===== config.mk =====
export PLATFORM = sky130hd
export DESIGN_NAME = cart_bus_arbiter_flat
export DESIGN_NICKNAME = d
export VERILOG_FILES = /design/src/rtl/cart_bus_arbiter_if.sv /design/src/rtl/cart_bus_arbiter.sv /design/src/flat_wrapper.sv
export SDC_FILE = /design/constraint.sdc
export NUM_CORES = 1
export LEC_CHECK = 0
export BUFFER_PORTS_ARGS = -buffer_cell sky130_fd_sc_hd__buf_2
export CAP_MARGIN = 20
export CORE_UTILIZATION = 46
export CTS_CLUSTER_SIZE = 14
export DETAILED_ROUTE_END_ITERATION = 10
export PLACE_DENSITY = 0.91
export SYNTH_ARGS = -nofsm -noshare
export SYNTH_HDL_FRONTEND = slang
export SYNTH_SLANG_ARGS = --single-unit
export TNS_END_PERCENT = 50

===== constraint.sdc =====
create_clock -name hclk -period 4.9 [get_ports hclk]
set_input_delay 0.49 -clock hclk [delete_from_list [all_inputs] [get_ports hclk]]
set_output_delay 0.49 -clock hclk [all_outputs]
set_load 0.01 [all_outputs]

===== src/rtl/cart_bus_arbiter_if.sv =====
// cart_bus_arbiter_if: request, cart bus and read-return signals of the cart bus arbiter
interface cart_bus_arbiter_if;
   logic        cyc_start;
   logic        cyc_end;
   logic        cpu_req;
   logic [15:0] cpu_a;
   logic        cpu_wr;
   logic [7:0]  cpu_dout;
   logic        dma_req;
   logic [15:0] dma_a;
   logic        hdma_req;
   logic [15:0] hdma_a;
   logic [7:0]  bus_din;
   logic [15:0] bus_a;
   logic        bus_rd;
   logic        bus_wr;
   logic        bus_ncs;
   logic [7:0]  bus_dout;
   logic [1:0]  gnt;
   logic        cpu_stall;
   logic [7:0]  rdata;
   logic        rvalid;
   logic [1:0]  rid;
   logic        hdma_busy;
   modport slave (
      input  cyc_start, cyc_end, cpu_req, cpu_a, cpu_wr, cpu_dout, dma_req, dma_a,
             hdma_req, hdma_a, bus_din,
      output bus_a, bus_rd, bus_wr, bus_ncs, bus_dout, gnt, cpu_stall, rdata, rvalid,
             rid, hdma_busy
   );
   modport master (
      output cyc_start, cyc_end, cpu_req, cpu_a, cpu_wr, cpu_dout, dma_req, dma_a,
             hdma_req, hdma_a, bus_din,
      input  bus_a, bus_rd, bus_wr, bus_ncs, bus_dout, gnt, cpu_stall, rdata, rvalid,
             rid, hdma_busy
   );
endinterface


===== src/rtl/cart_bus_arbiter.sv =====
// cart_bus_arbiter: grants the cart bus to CPU, OAM DMA or HDMA once per M-cycle,
// with an HDMA block lock, and returns read data to the owner of the finished cycle.
module cart_bus_arbiter #(
   parameter int HDMA_BLOCK = 16
) (
   input logic               hclk,
   input logic               gbreset,
   cart_bus_arbiter_if.slave bus
);
   localparam int CW = HDMA_BLOCK > 1 ? $clog2(HDMA_BLOCK) : 1;
   typedef enum logic [1:0] {IDLE, CPU, DMA, HDMA} state_t;
   state_t        state, state_nxt;
   logic [CW-1:0] cnt, cnt_nxt;
   logic [15:0]   a_nxt;
   logic          reader;
   always_comb begin
      state_nxt = state;
      cnt_nxt   = cnt;
      if (bus.cyc_start) begin
         if (cnt != '0 && bus.hdma_req) begin
            state_nxt = HDMA;
            cnt_nxt   = cnt - CW'(1);
         end else begin
            // counter is zero or being aborted here, so plain priority decides
            state_nxt = bus.hdma_req ? HDMA : bus.dma_req ? DMA : bus.cpu_req ? CPU : IDLE;
            cnt_nxt   = bus.hdma_req ? CW'(HDMA_BLOCK - 1) : '0;
         end
      end
   end
   assign a_nxt  = state_nxt == CPU ? bus.cpu_a : state_nxt == DMA ? bus.dma_a : bus.hdma_a;
   assign reader = state == DMA || state == HDMA || (state == CPU && !bus.bus_wr);
   assign bus.gnt       = state;
   assign bus.hdma_busy = cnt != '0 || state == HDMA;
   always_ff @(posedge hclk or posedge gbreset) begin
      if (gbreset) begin
         state <= IDLE;
         cnt   <= '0;
      end else begin
         state <= state_nxt;
         cnt   <= cnt_nxt;
      end
   end
   always_ff @(posedge hclk or posedge gbreset) begin
      if (gbreset) begin
         bus.bus_a     <= '0;
         bus.bus_rd    <= 1'b0;
         bus.bus_wr    <= 1'b0;
         bus.bus_ncs   <= 1'b1;
         bus.bus_dout  <= '0;
         bus.cpu_stall <= 1'b0;
         bus.rdata     <= '0;
         bus.rvalid    <= 1'b0;
         bus.rid       <= '0;
      end else begin
         // the cycle ending here still belongs to the current owner, even on a new cyc_start
         bus.rvalid <= bus.cyc_end && reader;
         if (bus.cyc_end && reader) begin
            bus.rdata <= bus.bus_din;
            bus.rid   <= state;
         end
         if (bus.cyc_start) begin
            if (state_nxt != IDLE) bus.bus_a <= a_nxt;
            if (state_nxt == CPU) bus.bus_dout <= bus.cpu_dout;
            bus.bus_rd    <= state_nxt == DMA || state_nxt == HDMA || (state_nxt == CPU && !bus.cpu_wr);
            bus.bus_wr    <= state_nxt == CPU && bus.cpu_wr;
            bus.bus_ncs   <= !(state_nxt != IDLE && a_nxt[15:13] == 3'b101);
            bus.cpu_stall <= bus.cpu_req && state_nxt != CPU;
         end
      end
   end
endmodule

===== src/flat_wrapper.sv =====
// flat-port wrapper written by rule: the top's interface ports become plain ports
module cart_bus_arbiter_flat 
#(
   parameter int HDMA_BLOCK = 16
)
  (hclk, gbreset, bus_cyc_start, bus_cyc_end, bus_cpu_req, bus_cpu_a, bus_cpu_wr, bus_cpu_dout, bus_dma_req, bus_dma_a, bus_hdma_req, bus_hdma_a, bus_bus_din, bus_bus_a, bus_bus_rd, bus_bus_wr, bus_bus_ncs, bus_bus_dout, bus_gnt, bus_cpu_stall, bus_rdata, bus_rvalid, bus_rid, bus_hdma_busy);
  cart_bus_arbiter_if bus_i ();
  input logic hclk;
  input logic gbreset;
  input wire logic [$bits(bus_i.cyc_start)-1:0] bus_cyc_start;
  input wire logic [$bits(bus_i.cyc_end)-1:0] bus_cyc_end;
  input wire logic [$bits(bus_i.cpu_req)-1:0] bus_cpu_req;
  input wire logic [$bits(bus_i.cpu_a)-1:0] bus_cpu_a;
  input wire logic [$bits(bus_i.cpu_wr)-1:0] bus_cpu_wr;
  input wire logic [$bits(bus_i.cpu_dout)-1:0] bus_cpu_dout;
  input wire logic [$bits(bus_i.dma_req)-1:0] bus_dma_req;
  input wire logic [$bits(bus_i.dma_a)-1:0] bus_dma_a;
  input wire logic [$bits(bus_i.hdma_req)-1:0] bus_hdma_req;
  input wire logic [$bits(bus_i.hdma_a)-1:0] bus_hdma_a;
  input wire logic [$bits(bus_i.bus_din)-1:0] bus_bus_din;
  output wire logic [$bits(bus_i.bus_a)-1:0] bus_bus_a;
  output wire logic [$bits(bus_i.bus_rd)-1:0] bus_bus_rd;
  output wire logic [$bits(bus_i.bus_wr)-1:0] bus_bus_wr;
  output wire logic [$bits(bus_i.bus_ncs)-1:0] bus_bus_ncs;
  output wire logic [$bits(bus_i.bus_dout)-1:0] bus_bus_dout;
  output wire logic [$bits(bus_i.gnt)-1:0] bus_gnt;
  output wire logic [$bits(bus_i.cpu_stall)-1:0] bus_cpu_stall;
  output wire logic [$bits(bus_i.rdata)-1:0] bus_rdata;
  output wire logic [$bits(bus_i.rvalid)-1:0] bus_rvalid;
  output wire logic [$bits(bus_i.rid)-1:0] bus_rid;
  output wire logic [$bits(bus_i.hdma_busy)-1:0] bus_hdma_busy;
  assign bus_i.cyc_start = bus_cyc_start;
  assign bus_i.cyc_end = bus_cyc_end;
  assign bus_i.cpu_req = bus_cpu_req;
  assign bus_i.cpu_a = bus_cpu_a;
  assign bus_i.cpu_wr = bus_cpu_wr;
  assign bus_i.cpu_dout = bus_cpu_dout;
  assign bus_i.dma_req = bus_dma_req;
  assign bus_i.dma_a = bus_dma_a;
  assign bus_i.hdma_req = bus_hdma_req;
  assign bus_i.hdma_a = bus_hdma_a;
  assign bus_i.bus_din = bus_bus_din;
  assign bus_bus_a = bus_i.bus_a;
  assign bus_bus_rd = bus_i.bus_rd;
  assign bus_bus_wr = bus_i.bus_wr;
  assign bus_bus_ncs = bus_i.bus_ncs;
  assign bus_bus_dout = bus_i.bus_dout;
  assign bus_gnt = bus_i.gnt;
  assign bus_cpu_stall = bus_i.cpu_stall;
  assign bus_rdata = bus_i.rdata;
  assign bus_rvalid = bus_i.rvalid;
  assign bus_rid = bus_i.rid;
  assign bus_hdma_busy = bus_i.hdma_busy;
  cart_bus_arbiter #(.HDMA_BLOCK(HDMA_BLOCK)) u_core (.hclk(hclk), .gbreset(gbreset), .bus(bus_i));
endmodule

After elaboration in Yosys (flattened, before gate mapping). Cells that the tools add are included.

Memory bits (writable): 0. Output and inout port bits: 42. Memories kept: 0. Input port bits: 72. Bits in read-only memories: 0. Bits in latches: 0. Register bits after elaboration: 45.

Div/mod/pow operators: 0. Muxes and demuxes: 9. $mul: 0. Bitwise logic cells: 0. Shift-type cells: 0. $add $sub $neg: 1. Reduce and logical (&&, ||, !) cells: 19. Magnitude comparators: 0. Eq/ne operators: 8.

Operators with widths (number): $mux W16 (2); $eq A2 B2 Y1 const B (4); $mux W2 (4); $mux W4 (2); $logic_and A1 B1 Y1 (7); $logic_or A1 B1 Y1 (5); $eq A2 B1 Y1 const B (2); $reduce_and A2 Y1 (2); $reduce_bool A4 Y1 (1); $sub A4 B1 Y4 const B (1); $eq A3 B3 Y1 const B (1); $logic_not A1 Y1 (3); $ne A2 B1 Y1 const B (1); $reduce_bool A2 Y1 (1); $mux W1 (1).

Longest topological paths before layout. Gate-level depths: netlist (run 1).

Depth after elaboration: 11. Gate-level depth with buffers: 7. Depth with buffers taken out: 6.

Least setup slack after synthesis (run 1). OpenSTA, ideal clock, no wires.

Kind: input to register. From: in bus_cyc_start. To: reg u_core.bus.bus_ncs. Setup time: 0.078 ns. Buffers on the path: 2. Path slack: 3.024 ns. Cell stages on the path: 6. Data arrival time: 1.798 ns. Cells stage by stage: buf_6 -> or3b_4 -> and2_1 -> buf_2 -> a311o_1 -> a41oi_2.

Cells in the longest elaborated chain, start to end: 7.

Ends and longest elaborated chain: start: declaration (RTL line flat_wrapper.sv:10) `input wire logic [$bits(bus_i.cyc_start)-1:0] bus_cyc_start;`; $mux W2 (RTL line cart_bus_arbiter.sv:19) `if (bus.cyc_start) begin`; $eq A2 B2 Y1 (RTL line cart_bus_arbiter.sv:30) `assign a_nxt = state_nxt == CPU ? bus.cpu_a : state_nxt == DMA ? bus.dma_a : bus.hdma_a;`; $mux W16 (2 in a row) (RTL line cart_bus_arbiter.sv:30); $eq A3 B3 Y1 (RTL line cart_bus_arbiter.sv:66) `bus.bus_ncs <= !(state_nxt != IDLE && a_nxt[15:13] == 3'b101);`; $logic_and A1 B1 Y1 (RTL line cart_bus_arbiter.sv:66); $logic_not A1 Y1 (RTL line cart_bus_arbiter.sv:66); end signal: assignment (RTL line cart_bus_arbiter.sv:66); end: declaration (RTL line cart_bus_arbiter_if.sv:28) `output bus_a, bus_rd, bus_wr, bus_ncs, bus_dout, gnt, cpu_stall, rdata, rvalid,`.

Parallel ways exist; a longest one is shown, timed or not. A chain may end at the register's enable or synchronous reset.

Worst setup path in the final report (run 1).
From: reg u_core.cnt[1]. To: out bus_hdma_busy.

Cells in the longest elaborated chain, start to end: 2.

Ends and longest elaborated chain: start: declaration (RTL line cart_bus_arbiter.sv:13) `logic [CW-1:0] cnt, cnt_nxt;`; start signal: assignment (RTL line cart_bus_arbiter.sv:40) `cnt <= cnt_nxt;`; $reduce_bool A4 Y1 (RTL line cart_bus_arbiter.sv:33) `assign bus.hdma_busy = cnt != '0 || state == HDMA;`; $logic_or A1 B1 Y1 (RTL line cart_bus_arbiter.sv:33); end: declaration (RTL line flat_wrapper.sv:31) `output wire logic [$bits(bus_i.hdma_busy)-1:0] bus_hdma_busy;`.

Every way passes these cells.

==> out/metrics.cfg, run 1 <==
[critical_path]
cp-start-kind=flip-flop
cp_data_arrival_time_ps=1790
crit_chain=inv_1, ha_1, or3b_2, a21o_1, buf_2
rrSetupSlack_ps=2730
crit_slowest_cell=or3b_2
critPathCaptureType=primary output
rr_worst_depth=4
r2r-start=u_core.bus.gnt[1]$_DFF_PP0_
path_class=flip-flop to primary output
rr_endpoint=u_core.bus.bus_ncs$_DFFE_PP1P_
max_stage_delay_ps=500
critPathRequiredTime_ps=4410
cp_max_fo=3

[timing]
finalCritPeriodShare_pct=46.4
hold_violations=0
rsz0062_at_grt=no
fin_skew_ps=7.71
max_freq_mhz=439
min_period_ps=2280
report.final.slew_viol_count=0
tns_ps=0
setup_viol=0
slew_headroom_pct=37.7
holdWs_ps=393
worst_slew_pin_slew_ps=933

[synthesis]
syn_avg_cell_area_sq_um=10.2
syn_inst=214
yosysTopAreaCell=dfrtp_1
netlist_area_sq_um=2190
synthArstFlopShare_pct=100
synth_area_leaders=dfrtp_1 50%, mux2_2 8.7%, a211oi_1 4.8%, o31ai_1 4.8%, nand2_1 4.1%
synth_top_area_share_pct=50.2
synth-edff-count=0
ys.flop_type=dfrtp_1
synth_nets=287
synthDistinctLibCells=39
ys_seq_area_share_pct=51.4
synth-warning-count=0
synth_seq_cells=45

[global_route]
first_global_vias=1927
grt_remaining_overflow=0
grt_max_degree=46
grt.total_usage_pct=22.7
grt_first_pass_wirelength_mm=8.92
antenna_found_initial=0

[cells_and_area]
mostFrequentLayoutCell=buf_2
multiInputGateArea_sq_um=965
regArea_sq_um=1130
drive_above_1_share_pct=45.3
antenna_cells=0
utilization_pct=64.6
layout_common_cells=113 x buf_2, 44 x dfrtp_1, 24 x nand2_1
syn2layout_area_growth_pct=31.9
fillers=404
nNetsFinal=394

[min_path]
hp-class=primary input to asynchronous set/reset pin

[clocking]
cts_tree=built
cts_resized=0
numCtsBuffers=5
clk_latency_ps=290
cts_buffer_depth=2
hold_buffers=0
clk_pin_slew_worst_paths_ps=90
cts_root_buf=clkbuf_8
cts_setup_buffers=0
ctsHtreeMaxLevel=2
clock-sinks=45

[pwr]
leakage_nw=1.47
p_int_uw=724
pwr-share-seq_pct=45.9
p_comb_share_pct=25.5
p_clk_share_pct=28.6
swShare_pct=29.2
ir_drop_mv=0.219
switchingPower_uw=298
power_density_nw_per_um2=353

[detailed_routing]
routed_wl_mm=5.48
vias_per_cell=5.50
drt-initial-drc-count=68
drtAntennaViolNets=0
first_pass_iters=7
drc=9
drt-wirelength-per-cell_microns=14.6
dr_total_vias=2056

[floorplanning]
core.rowCount=24
start_util_pct=49.0
chipWidth_microns=71.0
fp.dieH_microns=71.0
die_area_sq_um=5050
core_area_sq_um=4470
ios=114

[placement]
place_congestion=0.819
io_buffers=113
dp_hpwl_mm=4.02

[outcome]
violations=design-rule violations
status=finished with violations

[flow_run]
drv_cap=0

## worst max-delay path, delay by kind of cell (launching register included)
family | cells | cell delay, ps
buffers and inverters | 2 | 230
AND/OR/NAND/NOR | 1 | 500
flip-flops | 1 | 410
AO/OA/AOI/OAI | 1 | 160
adder cells (fa/ha/maj) | 1 | 190
## metal layers
metal,global-route usage [%],share of wire [%],vias up
met4,6.89,1.2,0
li1,-,-,983
met1,30.1,43,976
met2,36.9,48,88
met5,0,0,-
met3,5.70,7.2,9
## sequential cells by signal, indices dropped and copies added, names as in the netlist
register,cells
u_core.bus.rdata,8
u_core.bus.bus_dout,8
u_core.cnt,4
u_core.bus.gnt,2
u_core.bus.rvalid,1
u_core.bus.bus_a,16
u_core.bus.bus_ncs,1
u_core.bus.bus_rd,1
u_core.bus.cpu_stall,1
u_core.bus.bus_wr,1
u_core.bus.rid,2
## cell families after synthesis
| family | share of synthesized area [%] |
|---|---|
| AO/OA/AOI/OAI | 18.4 |
| buffers and inverters | 4.57 |
| multiplexers | 8.73 |
| flip-flops | 51.4 |
| AND/OR/NAND/NOR | 16.3 |
| adder cells (fa/ha/maj) | 0.571 |
## per-stage QoR
stage | instances | total power [mW] | instance area, sq um | setup slack (ps)
after floorplan | 214 | 0.625 | 2190 | 3020
after global placement | 365 | 0.723 | 2760 | 2470
after detailed placement | 365 | 0.735 | 2760 | 2430
after CTS | 373 | 1.03 | 2880 | 2620
after global routing | 374 | 1.08 | 2890 | 2560
final | 374 | 1.02 | 2890 | 2620
## cell usage after synthesis, types with 2 or more instances
library cell	count
inv_1	9
dfrtp_1	44
nand3_1	4
a21oi_1	6
a21o_1	3
mux2_2	17
nand2_1	24
and3_1	13
nor3_1	2
clkbuf_1	8
a211oi_1	14
o21ai_0	6
o21ai_1	2
o31ai_1	14
nor2_1	20
buf_2	5
## layout make-up
| cell class | instances | area share [%] |
|---|---|---|
| multi-input combinational | 146 | 33.4 |
| timing repair buffer | 114 | 20.1 |
| tap | 52 | 2.25 |
| sequential | 45 | 39.0 |
| clock inverter | 2 | 1.30 |
| clock buffer | 6 | 2.86 |
| inverter | 9 | 1.17 |
## power groups by stage
stage / Clock, mW / Combinational [mW] / Sequential, mW
final: 0.292 / 0.261 / 0.469
after global routing: 0.316 / 0.289 / 0.478
after CTS: 0.299 / 0.261 / 0.469
after detailed placement: 0 / 0.260 / 0.475
after global placement: 0 / 0.250 / 0.472
after floorplan: 0 / 0.128 / 0.497
## how the worst max path moves through the flow
stage / slack [ps] / startpoint / end
2_1_floorplan: 3020 / bus_cyc_start / u_core.bus.bus_ncs$_DFFE_PP1P_
3_3_place_gp: 2470 / bus_cyc_start / u_core.bus.bus_ncs$_DFFE_PP1P_
3_5_place_dp: 2430 / bus_cyc_start / u_core.bus.bus_ncs$_DFFE_PP1P_
4_1_cts: 2620 / u_core.cnt[1]$_DFFE_PP0P_ / bus_hdma_busy
5_1_grt: 2560 / u_core.cnt[0]$_DFFE_PP0P_ / bus_hdma_busy
6_report: 2620 / u_core.cnt[1]$_DFFE_PP0P_ / bus_hdma_busy
Power figures use the tool's default switching activity.
==> run 2: changes to the inputs <==
- CORE_UTILIZATION: 46 -> 45
- PLACE_DENSITY: 0.91 -> 0.9
- clock period: 4.9 -> 2.3 ns (I/O delays scaled with it)
==> run 2 against run 1 <==
Compared with the run above: the run now ends clean; die area is 2.2% higher; cell area is 1.9% higher; clock power is 110% higher; largest power group unchanged.
==> out/metrics.cfg, run 2 (synthesis results as in run 1) <==
[timing]
min_period_ps=2010
tns_ps=0  ; unchanged
report.final.slew_viol_count=0  ; unchanged
hold_violations=0  ; unchanged
fin_skew_ps=4.99  ; -2.73 ps
worst_slew_pin_slew_ps=915  ; -17.8 ps
fin_ws_ps=285  ; -2340 ps
max_freq_mhz=496
finalCritPeriodShare_pct=87.6
holdWs_ps=132  ; -262 ps
rsz0062_at_grt=no
slew_headroom_pct=38.9  ; +1.2 points
setup_viol=0  ; unchanged

[cells_and_area]
layout_common_cells=113 x buf_2, 44 x dfrtp_1, 24 x nand2_1
antenna_cells=0  ; unchanged
nNetsFinal=402  ; +2.0%
drive_above_1_share_pct=46.7  ; +1.3 points
syn2layout_area_growth_pct=34.4
largest_reg_flops=16  ; unchanged
top_register=u_core.bus.bus_a
fin_area_sq_um=2950  ; +1.9%
mostFrequentLayoutCell=buf_2
largest_registers=u_core.bus.bus_a (16), u_core.bus.bus_dout (8), u_core.bus.rdata (8)

[detailed_routing]
vias_per_cell=5.30  ; -3.6%
drc=0  ; -9
dr_total_vias=2034  ; -1.1%
drtAntennaViolNets=0  ; unchanged
routed_wl_mm=5.32  ; -2.9%
drt-initial-drc-count=127  ; +87%
first_pass_iters=4  ; -3
drt-wirelength-per-cell_microns=13.8  ; -5.4%

[clocking]
cts_tree=built
clk_latency_ps=290  ; about the same
hold_buffers=0  ; unchanged
numCtsBuffers=5  ; unchanged
clock-sinks=45  ; unchanged
clk_pin_slew_worst_paths_ps=80  ; about the same
cts_resized=0  ; unchanged
cts_root_buf=clkbuf_8
ctsHtreeMaxLevel=2  ; unchanged
cts_setup_buffers=0  ; unchanged
cts_buffer_depth=2  ; unchanged

[floorplanning]
die_area_sq_um=5150  ; +2.2%
ios=114  ; unchanged
chipWidth_microns=71.8  ; +1.1%
core_area_sq_um=4690  ; +4.9%
start_util_pct=46.7  ; -2.3 points
fp.dieH_microns=71.8  ; +1.1%
core.rowCount=25  ; +4.2%

[global_route]
first_global_vias=1898  ; -1.5%
antenna_found_initial=0  ; unchanged
grt_max_degree=46  ; unchanged
grt_first_pass_wirelength_mm=8.31  ; -6.9%
grt.total_usage_pct=20.6  ; -2.0 points
grt_remaining_overflow=0  ; unchanged

[critical_path]
critPathRequiredTime_ps=2070  ; -2340 ps
cp_max_fo=4  ; +1
path_class=flip-flop to primary output
critPathCaptureType=primary output
cp-start-kind=flip-flop
cp_data_arrival_time_ps=1780  ; about the same

[flow_run]
drv_cap=0  ; unchanged

[pwr]
ir_drop_mv=0.514  ; +140%
p_total_mw=2.18  ; +110%
power_density_nw_per_um2=739  ; +110%
leakage_nw=1.51  ; +2.4%

[placement]
io_buffers=113  ; unchanged
pre_cts_ws_ps=318  ; -2110 ps
postPlaceCellArea_sq_um=2830  ; +2.5%
place_congestion=0.793  ; -3.2%
dp_hpwl_mm=3.92  ; -2.6%

[outcome]
status=complete, no violations

[min_path]
hp-class=primary input to asynchronous set/reset pin

run 2: metrics by stage:
step / util, % / std cells
detailed placement: 60.2 / 376
finish: 62.8 / 384
floorplan: - / 214
CTS: 62.8 / 384
global route: 62.8 / 384
global placement: 60.2 / 376
run 2: path summary, 6_finish.rpt:
check / from / endpoint / slack, ps / depth (start not counted)
setup / recovery: u_core.cnt[0]$_DFFE_PP0P_ / bus_hdma_busy / 290 / 5
hold / removal: gbreset / u_core.bus.bus_a[4]$_DFFE_PP0P_ / 130 / 2
setup reg to reg: u_core.bus.gnt[0]$_DFF_PP0_ / u_core.bus.bus_a[10]$_DFFE_PP0P_ / 300 / 5
hold reg to reg: u_core.bus.bus_a[6]$_DFFE_PP0P_ / u_core.bus.bus_a[6]$_DFFE_PP0P_ / 480 / 2
max in group asynchronous: gbreset / u_core.bus.bus_dout[6]$_DFFE_PP0P_ / 1600 / 2
min in group hclk: bus_cpu_dout[0] / u_core.bus.bus_dout[0]$_DFFE_PP0P_ / 160 / 2
run 2: metal layers:
metal  wire length (microns)  vias up  track usage (%)
met5                       0        -                0
met4                      34        0             6.54
met3                     385        4             4.92
met2                    2520       92             33.2
met1                    2380      939             27.7
li1                        -      999                -
run 2: cell type report:
class	instances	area, sq um
well taps	54	67.6
fillers	384	1750
clock inverters	2	37.5
inverters	9	33.8
repair buffers	122	633
multi-input cells	146	965
clock buffers	6	82.6
flip-flops and latches	45	1130
run 2: worst max-delay path, cell delays in order, from the launching register on:
cell,delay (ps)
dfrtp_1,420
inv_1,90
ha_1,190
or3b_2,490
a21o_1,170
buf_2,130
run 2: power by group:
group	switching, mW	total [mW]	internal, mW	leakage [nW]
Clock	0.263	0.616	0.353	0.0574
Combinational	0.290	0.568	0.277	0.912
Sequential	0.0737	0.995	0.921	0.538
